File: src/rtl/fifo_pkg.sv
// fifo_pkg
// Shared definitions for the FIFO-status generator and the monitoring FSM side:
//   - default geometry and threshold constants
//   - state encoding of the generator's control FSM
//   - flag decode function (count vs. thresholds), also used by the FSM bench
package fifo_pkg;

    localparam int FIFO_DATA_W = 8;
    localparam int FIFO_DEPTH  = 8;
    localparam int FIFO_PTR_W  = 3;
    localparam int FIFO_AF_DEF = 6;
    localparam int FIFO_AE_DEF = 2;

    typedef enum logic [1:0] {
        ST_CFG = 2'd0,
        ST_RUN = 2'd1,
        ST_ERR = 2'd2
    } fifo_state_e;

    typedef struct packed {
        logic almost_full;
        logic almost_empty;
        logic empty;
        logic no_empty;
    } fifo_flags_t;

    // Literal compares: an inverted threshold pair (af <= ae) is not corrected.
    // Arguments are zero-extended to 8 bits so any PTR_W up to 7 fits.
    function automatic fifo_flags_t fifo_decode_flags(input logic [7:0] cnt,
                                                      input logic [7:0] thr_af,
                                                      input logic [7:0] thr_ae);
        fifo_flags_t f;
        f.almost_full  = (cnt >= thr_af);
        f.almost_empty = (cnt <= thr_ae);
        f.empty        = (cnt == 8'd0);
        f.no_empty     = (cnt != 8'd0);
        return f;
    endfunction

endpackage

File: src/rtl/fifo_status_gen_if.sv
// fifo_status_gen_if
// Bus between the upstream source / monitoring FSM and fifo_status_gen.
//   master : the generator side (takes requests, drives data and status)
//   slave  : the source/FSM side (drives requests, observes data and status)
// Signals: init, thr_af, thr_ae, push, data_in, pop, pausa, continua,
//          data_Fifo, valid_out, almost_full, almost_empty, empty_Fifo,
//          no_empty_Fifo, Fifo_overflow, stalled, count
// Build option: FIFO_UNDERFLOW_EN adds Fifo_underflow.
interface fifo_status_gen_if #(
    parameter int DATA_W = fifo_pkg::FIFO_DATA_W,
    parameter int PTR_W  = fifo_pkg::FIFO_PTR_W
);
    logic              init;
    logic [PTR_W:0]    thr_af;
    logic [PTR_W:0]    thr_ae;
    logic              push;
    logic [DATA_W-1:0] data_in;
    logic              pop;
    logic [DATA_W-1:0] pausa;
    logic [DATA_W-1:0] continua;
    logic [DATA_W-1:0] data_Fifo;
    logic              valid_out;
    logic              almost_full;
    logic              almost_empty;
    logic              empty_Fifo;
    logic              no_empty_Fifo;
    logic              Fifo_overflow;
    logic              stalled;
    logic [PTR_W:0]    count;
`ifdef FIFO_UNDERFLOW_EN
    logic              Fifo_underflow;

    modport master (
        input  init, thr_af, thr_ae, push, data_in, pop, pausa, continua,
        output data_Fifo, valid_out, almost_full, almost_empty, empty_Fifo,
               no_empty_Fifo, Fifo_overflow, stalled, count, Fifo_underflow
    );

    modport slave (
        output init, thr_af, thr_ae, push, data_in, pop, pausa, continua,
        input  data_Fifo, valid_out, almost_full, almost_empty, empty_Fifo,
               no_empty_Fifo, Fifo_overflow, stalled, count, Fifo_underflow
    );
`else
    modport master (
        input  init, thr_af, thr_ae, push, data_in, pop, pausa, continua,
        output data_Fifo, valid_out, almost_full, almost_empty, empty_Fifo,
               no_empty_Fifo, Fifo_overflow, stalled, count
    );

    modport slave (
        output init, thr_af, thr_ae, push, data_in, pop, pausa, continua,
        input  data_Fifo, valid_out, almost_full, almost_empty, empty_Fifo,
               no_empty_Fifo, Fifo_overflow, stalled, count
    );
`endif

endinterface

File: src/rtl/fifo_mem_2p.sv
// fifo_mem_2p
// DEPTH x DATA_W register array with one write port and one registered read
// port. A read and a write to the same address in the same cycle returns the
// old contents (needed when the FIFO is full and pushes/pops together).
// Ports:
//   clk, reset          : clock, async active-high reset (read register only)
//   wr_en/wr_addr/wr_data
//   rd_en/rd_addr       : read register loads only when rd_en=1, else holds
//   rd_data             : registered read data
module fifo_mem_2p #(
    parameter int DATA_W = 8,
    parameter int DEPTH  = 8,
    parameter int PTR_W  = 3
) (
    input  logic              clk,
    input  logic              reset,
    input  logic              wr_en,
    input  logic [PTR_W-1:0]  wr_addr,
    input  logic [DATA_W-1:0] wr_data,
    input  logic              rd_en,
    input  logic [PTR_W-1:0]  rd_addr,
    output logic [DATA_W-1:0] rd_data
);

    logic [DATA_W-1:0] mem_q [DEPTH];
    logic [DATA_W-1:0] rd_data_q;
    logic [DATA_W-1:0] rd_data_d;

    always_ff @(posedge clk) begin
        if (wr_en) begin
            mem_q[wr_addr] <= wr_data;
        end
    end

    always_comb begin
        rd_data_d = rd_data_q;
        if (rd_en) begin
            rd_data_d = mem_q[rd_addr];
        end
    end

    always_ff @(posedge clk or posedge reset) begin
        if (reset) begin
            rd_data_q <= '0;
        end else begin
            rd_data_q <= rd_data_d;
        end
    end

    assign rd_data = rd_data_q;

endmodule

File: src/rtl/fifo_status_gen.sv
// fifo_status_gen
// Synchronous FIFO producing the data word and status flags consumed by the
// FIFO-monitoring FSM, with pausa/continua write-side flow control.
// Ports:
//   clk   : single clock, rising edge
//   reset : asynchronous active-high reset
//   bus   : fifo_status_gen_if.master (requests in, data and status out)
// Build option: FIFO_UNDERFLOW_EN adds a sticky Fifo_underflow flag.
//
// state | meaning
// ------+---------------------------------------------------------------
// CFG   | FIFO cleared, thresholds loaded while init=1, push/pop ignored
// RUN   | normal operation
// ERR   | overflow seen; Fifo_overflow held, pops allowed, pushes dropped
module fifo_status_gen
    import fifo_pkg::*;
#(
    parameter int DATA_W = FIFO_DATA_W,
    parameter int DEPTH  = FIFO_DEPTH,
    parameter int PTR_W  = FIFO_PTR_W,
    parameter int AF_DEF = FIFO_AF_DEF,
    parameter int AE_DEF = FIFO_AE_DEF
) (
    input logic                clk,
    input logic                reset,
    fifo_status_gen_if.master  bus
);

    localparam logic [PTR_W:0]   FULL_CNT = (PTR_W+1)'(DEPTH);
    localparam logic [PTR_W:0]   CNT_ONE  = (PTR_W+1)'(1);
    localparam logic [PTR_W-1:0] PTR_ONE  = PTR_W'(1);

    fifo_state_e      state_q,   state_d;
    logic [PTR_W-1:0] wr_ptr_q,  wr_ptr_d;
    logic [PTR_W-1:0] rd_ptr_q,  rd_ptr_d;
    logic [PTR_W:0]   count_q,   count_d;
    logic [PTR_W:0]   thr_af_q,  thr_af_d;
    logic [PTR_W:0]   thr_ae_q,  thr_ae_d;
    logic             ovf_q,     ovf_d;
    logic             stalled_q, stalled_d;
    logic             valid_q,   valid_d;
`ifdef FIFO_UNDERFLOW_EN
    logic             unf_q,     unf_d;
`endif

    logic             cfg_act;
    logic             wr_accept;
    logic             rd_accept;
    logic             ovf_event;
    fifo_flags_t      flags;

    // init acts as CFG in the very cycle it is raised, so the FIFO is
    // cleared and push/pop are ignored without a one-cycle lag.
    always_comb begin
        state_d   = state_q;
        wr_ptr_d  = wr_ptr_q;
        rd_ptr_d  = rd_ptr_q;
        count_d   = count_q;
        thr_af_d  = thr_af_q;
        thr_ae_d  = thr_ae_q;
        ovf_d     = ovf_q;
        stalled_d = stalled_q;
`ifdef FIFO_UNDERFLOW_EN
        unf_d     = unf_q;
`endif
        wr_accept = 1'b0;
        rd_accept = 1'b0;
        ovf_event = 1'b0;
        cfg_act   = bus.init || (state_q == ST_CFG);

        if (cfg_act) begin
            wr_ptr_d  = '0;
            rd_ptr_d  = '0;
            count_d   = '0;
            ovf_d     = 1'b0;
            stalled_d = 1'b0;
`ifdef FIFO_UNDERFLOW_EN
            unf_d     = 1'b0;
`endif
            if (bus.init) begin
                thr_af_d = bus.thr_af;
                thr_ae_d = bus.thr_ae;
            end
        end else begin
            rd_accept = bus.pop && (count_q != '0);

            // ERR drops every push; stall drops silently without overflow.
            if (bus.push && !stalled_q && (state_q == ST_RUN)) begin
                if ((count_q != FULL_CNT) || bus.pop) begin
                    wr_accept = 1'b1;
                end else begin
                    ovf_event = 1'b1;
                end
            end

            if (wr_accept) begin
                wr_ptr_d = wr_ptr_q + PTR_ONE;
            end
            if (rd_accept) begin
                rd_ptr_d = rd_ptr_q + PTR_ONE;
            end

            case ({wr_accept, rd_accept})
                2'b10:   count_d = count_q + CNT_ONE;
                2'b01:   count_d = count_q - CNT_ONE;
                default: count_d = count_q;
            endcase

            if (ovf_event) begin
                ovf_d = 1'b1;
            end

            // pausa has priority over continua
            if (|bus.pausa) begin
                stalled_d = 1'b1;
            end else if (|bus.continua) begin
                stalled_d = 1'b0;
            end

`ifdef FIFO_UNDERFLOW_EN
            if (bus.pop && (count_q == '0)) begin
                unf_d = 1'b1;
            end
`endif
        end

        if (bus.init) begin
            state_d = ST_CFG;
        end else begin
            case (state_q)
                ST_CFG:  state_d = ST_RUN;
                ST_RUN:  state_d = ovf_event ? ST_ERR : ST_RUN;
                ST_ERR:  state_d = ST_ERR;
                default: state_d = ST_CFG;
            endcase
        end

        valid_d = rd_accept;
    end

    always_ff @(posedge clk or posedge reset) begin
        if (reset) begin
            state_q   <= ST_CFG;
            wr_ptr_q  <= '0;
            rd_ptr_q  <= '0;
            count_q   <= '0;
            thr_af_q  <= (PTR_W+1)'(AF_DEF);
            thr_ae_q  <= (PTR_W+1)'(AE_DEF);
            ovf_q     <= 1'b0;
            stalled_q <= 1'b0;
            valid_q   <= 1'b0;
        end else begin
            state_q   <= state_d;
            wr_ptr_q  <= wr_ptr_d;
            rd_ptr_q  <= rd_ptr_d;
            count_q   <= count_d;
            thr_af_q  <= thr_af_d;
            thr_ae_q  <= thr_ae_d;
            ovf_q     <= ovf_d;
            stalled_q <= stalled_d;
            valid_q   <= valid_d;
        end
    end

`ifdef FIFO_UNDERFLOW_EN
    always_ff @(posedge clk or posedge reset) begin
        if (reset) begin
            unf_q <= 1'b0;
        end else begin
            unf_q <= unf_d;
        end
    end

    assign bus.Fifo_underflow = unf_q;
`endif

    fifo_mem_2p #(
        .DATA_W (DATA_W),
        .DEPTH  (DEPTH),
        .PTR_W  (PTR_W)
    ) u_mem (
        .clk     (clk),
        .reset   (reset),
        .wr_en   (wr_accept),
        .wr_addr (wr_ptr_q),
        .wr_data (bus.data_in),
        .rd_en   (rd_accept),
        .rd_addr (rd_ptr_q),
        .rd_data (bus.data_Fifo)
    );

    // Flags decode the registered count directly: no extra pipeline stage.
    assign flags = fifo_decode_flags(8'(count_q), 8'(thr_af_q), 8'(thr_ae_q));

    assign bus.valid_out     = valid_q;
    assign bus.almost_full   = flags.almost_full;
    assign bus.almost_empty  = flags.almost_empty;
    assign bus.empty_Fifo    = flags.empty;
    assign bus.no_empty_Fifo = flags.no_empty;
    assign bus.Fifo_overflow = ovf_q;
    assign bus.stalled       = stalled_q;
    assign bus.count         = count_q;

endmodule

File: src/flat_wrapper.sv
// flat-port wrapper written by rule: the top's interface ports become plain ports
module fifo_status_gen_flat import fifo_pkg::*;
#(
    parameter int DATA_W = FIFO_DATA_W,
    parameter int DEPTH  = FIFO_DEPTH,
    parameter int PTR_W  = FIFO_PTR_W,
    parameter int AF_DEF = FIFO_AF_DEF,
    parameter int AE_DEF = FIFO_AE_DEF
)
  (clk, reset, bus_init, bus_thr_af, bus_thr_ae, bus_push, bus_data_in, bus_pop, bus_pausa, bus_continua, bus_data_Fifo, bus_valid_out, bus_almost_full, bus_almost_empty, bus_empty_Fifo, bus_no_empty_Fifo, bus_Fifo_overflow, bus_stalled, bus_count);
  fifo_status_gen_if #(.DATA_W(DATA_W), .PTR_W(PTR_W)) bus_i ();
  input logic clk;
  input logic reset;
  input wire logic [$bits(bus_i.init)-1:0] bus_init;
  input wire logic [$bits(bus_i.thr_af)-1:0] bus_thr_af;
  input wire logic [$bits(bus_i.thr_ae)-1:0] bus_thr_ae;
  input wire logic [$bits(bus_i.push)-1:0] bus_push;
  input wire logic [$bits(bus_i.data_in)-1:0] bus_data_in;
  input wire logic [$bits(bus_i.pop)-1:0] bus_pop;
  input wire logic [$bits(bus_i.pausa)-1:0] bus_pausa;
  input wire logic [$bits(bus_i.continua)-1:0] bus_continua;
  output wire logic [$bits(bus_i.data_Fifo)-1:0] bus_data_Fifo;
  output wire logic [$bits(bus_i.valid_out)-1:0] bus_valid_out;
  output wire logic [$bits(bus_i.almost_full)-1:0] bus_almost_full;
  output wire logic [$bits(bus_i.almost_empty)-1:0] bus_almost_empty;
  output wire logic [$bits(bus_i.empty_Fifo)-1:0] bus_empty_Fifo;
  output wire logic [$bits(bus_i.no_empty_Fifo)-1:0] bus_no_empty_Fifo;
  output wire logic [$bits(bus_i.Fifo_overflow)-1:0] bus_Fifo_overflow;
  output wire logic [$bits(bus_i.stalled)-1:0] bus_stalled;
  output wire logic [$bits(bus_i.count)-1:0] bus_count;
  assign bus_i.init = bus_init;
  assign bus_i.thr_af = bus_thr_af;
  assign bus_i.thr_ae = bus_thr_ae;
  assign bus_i.push = bus_push;
  assign bus_i.data_in = bus_data_in;
  assign bus_i.pop = bus_pop;
  assign bus_i.pausa = bus_pausa;
  assign bus_i.continua = bus_continua;
  assign bus_data_Fifo = bus_i.data_Fifo;
  assign bus_valid_out = bus_i.valid_out;
  assign bus_almost_full = bus_i.almost_full;
  assign bus_almost_empty = bus_i.almost_empty;
  assign bus_empty_Fifo = bus_i.empty_Fifo;
  assign bus_no_empty_Fifo = bus_i.no_empty_Fifo;
  assign bus_Fifo_overflow = bus_i.Fifo_overflow;
  assign bus_stalled = bus_i.stalled;
  assign bus_count = bus_i.count;
  fifo_status_gen #(.DATA_W(DATA_W), .DEPTH(DEPTH), .PTR_W(PTR_W), .AF_DEF(AF_DEF), .AE_DEF(AE_DEF)) u_core (.clk(clk), .reset(reset), .bus(bus_i));
endmodule
File: config.mk
export PLATFORM = sky130hd
export DESIGN_NAME = fifo_status_gen_flat
export DESIGN_NICKNAME = d
export VERILOG_FILES = /design/src/rtl/fifo_pkg.sv /design/src/rtl/fifo_status_gen_if.sv /design/src/rtl/fifo_mem_2p.sv /design/src/rtl/fifo_status_gen.sv /design/src/flat_wrapper.sv
export SDC_FILE = /design/constraint.sdc
export NUM_CORES = 1
export LEC_CHECK = 0
export CAP_MARGIN = 20
export CORE_AREA = 2 2 90 92
export CTS_BUF_LIST = sky130_fd_sc_hd__clkbuf_16
export DETAILED_ROUTE_END_ITERATION = 8
export DIE_AREA = 0 0 92 94
export GPL_TIMING_DRIVEN = 0
export PLACE_DENSITY = 0.87
export SYNTH_ARGS = -nofsm -noshare
export SYNTH_HDL_FRONTEND = slang
export SYNTH_SLANG_ARGS = --single-unit
File: constraint.sdc
create_clock -name clk -period 3.23 [get_ports clk]
set_input_delay 0.323 -clock clk [delete_from_list [all_inputs] [get_ports clk]]
set_output_delay 0.323 -clock clk [all_outputs]
set_load 0.1 [all_outputs]
==> Yosys cells after proc, flatten, opt, wreduce, memory -nomap -nowiden <==
Memory sizes are Yosys's and may differ from the RTL's. A register that Yosys moved wholly into a read port is not among the register bits.
Index checks and enable logic that the tools add are counted.
W data, S select, Z words.
{ "classes": {"n_lt_le_gt_ge": 2, "n_eq_ne": 5, "n_div": 0, "mux": 25, "bitwise_logic": 0, "n_shift": 0, "add_sub_neg": 4, "multipliers": 0, "n_reduce_logical": 17} }
{ "op_table": {"columns": ["operator", "n"], "rows": [
  ["$mux W1", 16],
  ["$reduce_or A8 Y1", 2],
  ["$mux W3", 4],
  ["$pmux W4 S2", 1],
  ["$add A3 B1 Y3 const B", 2],
  ["$pmux W2 S3", 1],
  ["$reduce_bool A2 Y1", 3],
  ["$reduce_bool A3 Y1", 2],
  ["$add A4 B1 Y4 const B", 1],
  ["$eq A2 B1 Y1 const B", 2],
  ["$eq A2 B2 Y1 const B", 2],
  ["$ge A4 B4 Y1", 1],
  ["$le A4 B4 Y1", 1],
  ["$logic_not A4 Y1", 1],
  ["$mux W2", 2],
  ["$mux W4", 1],
  ["$ne A4 B4 Y1 const B", 1],
  ["$reduce_bool A4 Y1", 1],
  ["$sub A4 B1 Y4 const B", 1],
  ["$logic_and A1 B1 Y1", 3],
  ["$logic_not A2 Y1", 1],
  ["$logic_or A1 B1 Y1", 2],
  ["$reduce_and A2 Y1", 1],
  ["$logic_not A1 Y1", 1]
]} }
{ "word_totals": {"ramBits": 64, "latch_bits": 0, "rom_bits": 0, "elab_cells": 63, "reg_bits": 23, "in_bits": 37, "out_inout_bits": 19, "memories": 1} }
{ "memory_table": {"columns": ["memory", "words", "width", "rd", "rd_clocked_by_memory_dff", "write_ports", "line_no", "text"], "rows": [
  ["u_core.u_mem.mem_q", 8, 8, 1, 1, 1, "fifo_mem_2p.sv:25", "logic [DATA_W-1:0] mem_q [DEPTH];"]
]} }

==> Longest topological paths before layout <==
{ "logic_depth": {"depth_word": 9, "ltp_mapped": 8, "depth_no_buf": 7} }

==> Cells and area by module <==
From an unflattened synthesis, not the netlist that was laid out.
{ "unflattened": {"cells_unflattened": 307, "area_unflattened_um2": 4191.5} }
{ "modules_own_cells": {"columns": ["mod", "area_each_um2", "n_inst", "cells_each", "seq_area_each_um2"], "rows": [
  ["fifo_mem_2p", 2865.2, 1, 170, 2122.0],
  ["fifo_status_gen", 1326.3, 1, 137, 579.3]
]} }

==> Worst setup path before layout <==
Ideal clock, no wire load.
{ "synth_path": {"path_kind": "register -> output", "start": "reg u_core.count_q[1], in the netlist u_core.bus.count[1]", "end": "out bus_almost_empty", "path_stages_with_launch": 6, "slack_ps": -1035, "arrival_time_ps": 3942, "n_path_buf": 0, "required_time_ps": 2907, "path_cell_list": "dfrtp_1 -> ha_1 -> nor2b_1 -> o21a_1 -> o21a_1 -> o21ai_0"} }
{ "synth_between": {"elab_chain_len": 1} }
{ "synth_lines": {"columns": ["element", "line_no", "text"], "rows": [
  ["start: declaration", "fifo_status_gen.sv:36", "logic [PTR_W:0] count_q, count_d;"],
  ["start signal: assignment", "fifo_status_gen.sv:156", "count_q <= count_d;"],
  ["$le A4 B4 Y1", "fifo_pkg.sv:34", "f.almost_empty = (cnt <= thr_ae);"],
  ["end: declaration", "flat_wrapper.sv:25", "output wire logic [$bits(bus_i.almost_empty)-1:0] bus_almost_empty;"]
]} }
Every way passes these cells.

==> Worst setup path in the final report <==
{ "layout_path": {"start": "reg u_core.count_q[1], in the netlist u_core.bus.count[1]", "end": "out bus_empty_Fifo"} }
{ "layout_between": {"elab_chain_len": 1} }
{ "layout_lines": {"columns": ["element", "line_no", "text"], "rows": [
  ["$logic_not A4 Y1", "fifo_pkg.sv:35", "f.empty = (cnt == 8'd0);"],
  ["end: declaration", "flat_wrapper.sv:26", "output wire logic [$bits(bus_i.empty_Fifo)-1:0] bus_empty_Fifo;"]
]} }
Every way passes these cells.

==> flow_summary.ini <==
[critical_path]
arrival_ns = 2.70
crit_type = flop to primary output
cp_max_fo = 10
r2r_cells = 5
slowest_stage = clkdlybuf4s50_1
crit_path_cell_trace = or4_1 > inv_1 > clkdlybuf4s50_1
crit_required_ns = 2.91
critPathMaxStageDelay_ns = 1.12
cp-end-kind = primary output
start_kind = flop

[floorplanning]
start_util_pct = 53.1
die_h_um = 94
chipWidth_um = 92
rows = 32
die-area_mm2 = 0.00865
io_pins = 56
core_area_mm2 = 0.00761

[global_route]
grt_remaining_overflow = 0
track_usage_pct = 21.9
antenna_found_initial = 0
grt_max_degree = 24
grt_pass1_vias = 2546
grt_pass1_wl_mm = 13.8

[clocking]
post-cts-setup-buffers = 0
clock_latency_ns = 0.34
clk_root_buffer_cell = clkbuf_16
cts_tree = done
numCtsBuffers = 9
cts.sinks = 95
clk_pin_slew_ns = 0.07
cts_htree_levels = 3
clk_path_buf_depth = 2

[logic_synthesis]
yosysTopAreaCell = edfxtp_1
syn_area_per_cell_um2 = 15.2
synth_top_cell_area_share_pct = 47.6
synth_enable_flop_cells = 64
synthesis.area_mm2 = 0.00404
ys_seq_elements = 95
netlist_instances = 265
synth.distinct_cells = 42
synth_nets = 314
synth-warning-count = 0
async_flop_share_pct = 32.6
ys.flop_type = edfxtp_1
ys_seq_area_share_pct = 66.9
synthTopCellsByArea = edfxtp_1 (48%), dfrtp_1 (17%), mux4_2 (8.9%)

[sta]
skew_ns = 0.00718
worst_pin_slew_ns = 1.01
max_freq_ghz = 0.331
fin_crit_ns = 3.02
hold_violations = 0
setup_viol = 0
slew_headroom_pct = 32.0
fin_ws_ns = 0.211
post-route-period-util_pct = 93.5
slew_violations = 0
rsz0062_at_grt = false

[route]
drc_errors = 0
met1Wirelength_mm = 3.48
drt-wirelength-per-cell_um = 19.5
num_vias = 2473
dr_wl_met3_um = 475
dr.pass1.iters = 4
dr.max_layer_used = met4
vias_per_cell = 5.62
wl_met2_mm = 4.49
wl_mm = 8.60
drtAntennaViolNets = 0
detail_route.iter0.violations = 220

[layout]
layout.cells.non_filler = 440
layout_common_cells = edfxtp_1 (64), clkdlybuf4s50_1 (52), dfrtp_1 (28), nand2_1 (26), mux4_2 (16)
syn_to_final_growth_pct = 25.1
diodes = 0
drive_above_1_share_pct = 13.9
stdcell_area_mm2 = 0.00506
layout.nets = 382
n_fill_cell = 528
layout_commonest_cell = edfxtp_1

[power]
p_leak_nw = 1.85
ir_drop_uv = 297
p_per_area_mw_per_mm2 = 669

[worst_hold_path]
hold_class = input pin to asynchronous set/reset pin

[placement]
placed_area_mm2 = 0.00475
hpwl_mm = 5.48
preCtsSetupSlack_ns = 0.185
portBuffers = 54
placedCellCount = 424
globalplace.congestion = 0.763

[flow_run]
drv_cap = 0

[status]
status = finished clean
cell type report:
cell class | count | area (um^2) | area share [%]
well taps | 102 | 128 | 2.52
clock inverters | 7 | 78.8 | 1.56
multi-input cells | 148 | 1250 | 24.7
flip-flops and latches | 95 | 2700 | 53.4
inverters | 12 | 45.0 | 0.891
repair buffers | 57 | 581 | 11.5
clock buffers | 9 | 225 | 4.45
plain buffers | 10 | 47.5 | 0.940
timing repair:
item,CTS,global route
endpoints found under the setup margin,2,0
resized for setup,2,0
hold buffers,0,0
path summary, 6_finish.rpt:
kind                                                           from                             endpoint  slack [ns]
worst min-delay path                                          reset  u_core.u_mem.rd_data[0]$_DFFE_PP0P_        0.27
min in group clk                                           bus_init       u_core.thr_af_q[1]$_DFFE_PP1P_        0.41
worst max register to register          u_core.state_q[1]$_DFF_PP0_   u_core.u_mem.mem_q[0][4]$_DFFE_PP_        0.42
worst max-delay path                u_core.bus.count[1]$_DFFE_PP0P_                       bus_empty_Fifo        0.21
worst min register to register  u_core.u_mem.rd_data[7]$_DFFE_PP0P_  u_core.u_mem.rd_data[7]$_DFFE_PP0P_        0.49
max in group asynchronous                                     reset       u_core.thr_af_q[2]$_DFFE_PP1P_        2.42
synthesized netlist by cell type, drive strengths merged, types with 2 or more instances:
master  instances
nor4            3
nand2          26
or3             2
nand3           2
a21o            3
a31oi           4
dfrtp          28
nor2           15
nor2b           2
mux2            3
clkbuf          5
mux4           16
mux2i          12
o21a            3
xnor2           3
o21ba           2
dfstp           3
o21ai          16
nand4           2
ha             12
nor3            3
nand2b          5
buf             5
edfxtp         64
a21oi           4
inv            12
cell families (layout without fill, tap and decap cells):
| family | after synthesis | in the layout | synth area share, % |
|---|---|---|---|
| AOI/OAI and AO/OA | 37 | 37 | 6.07 |
| xor gates and xnor gates | 4 | 4 | 0.867 |
| DFF | 95 | 95 | 66.9 |
| adders and majority gates | 13 | 13 | 3.96 |
| buffers and inverters | 22 | 95 | 2.29 |
| muxes | 31 | 31 | 12.7 |
| and+or+nand+nor | 63 | 63 | 7.22 |
per-stage QoR:
step	hold slack (ns)	setup TNS [ns]	power (mW)	util, %
floorplan	0.422	0	2.10	-
detailed placement	0.475	0	2.34	62.5
global route	0.298	0	3.49	66.5
CTS	0.273	0	3.40	66.5
finish	0.269	0	3.38	66.5
global placement	0.463	-0.249	2.32	61.9
layer usage:
layer	track usage, %	vias to the layer above
met3	4.65	9
met1	28.3	1247
met5	0	-
li1	-	1136
met4	7.84	0
met2	36.8	81
worst max-delay path: cells and delay by family, from the launching register on:
family / cells / cell delay (ns)
buf+inv: 2 / 1.20
simple gates: 1 / 0.64
flops: 1 / 0.52
sequential cells by signal, summed over array words and instances, names as in the netlist:
register / flops
u_core.bus.count: 4
u_core.u_mem.rd_data: 8
u_core.thr_af_q: 4
u_core.u_mem.mem_q: 64
u_core.rd_ptr_q: 3
u_core.wr_ptr_q: 3
u_core.bus.stalled: 1
u_core.state_q: 2
u_core.thr_ae_q: 4
u_core.bus.Fifo_overflow: 1
u_core.bus.valid_out: 1
power breakdown:
| group | internal, mW | leakage (nW) | switching (mW) | total (mW) |
|---|---|---|---|---|
| Combinational | 0.242 | 0.735 | 0.656 | 0.898 |
| Clock | 0.608 | 0.146 | 0.461 | 1.07 |
| Sequential | 1.37 | 0.972 | 0.0449 | 1.41 |
Note: power is estimated with default switching activity, not from simulation.
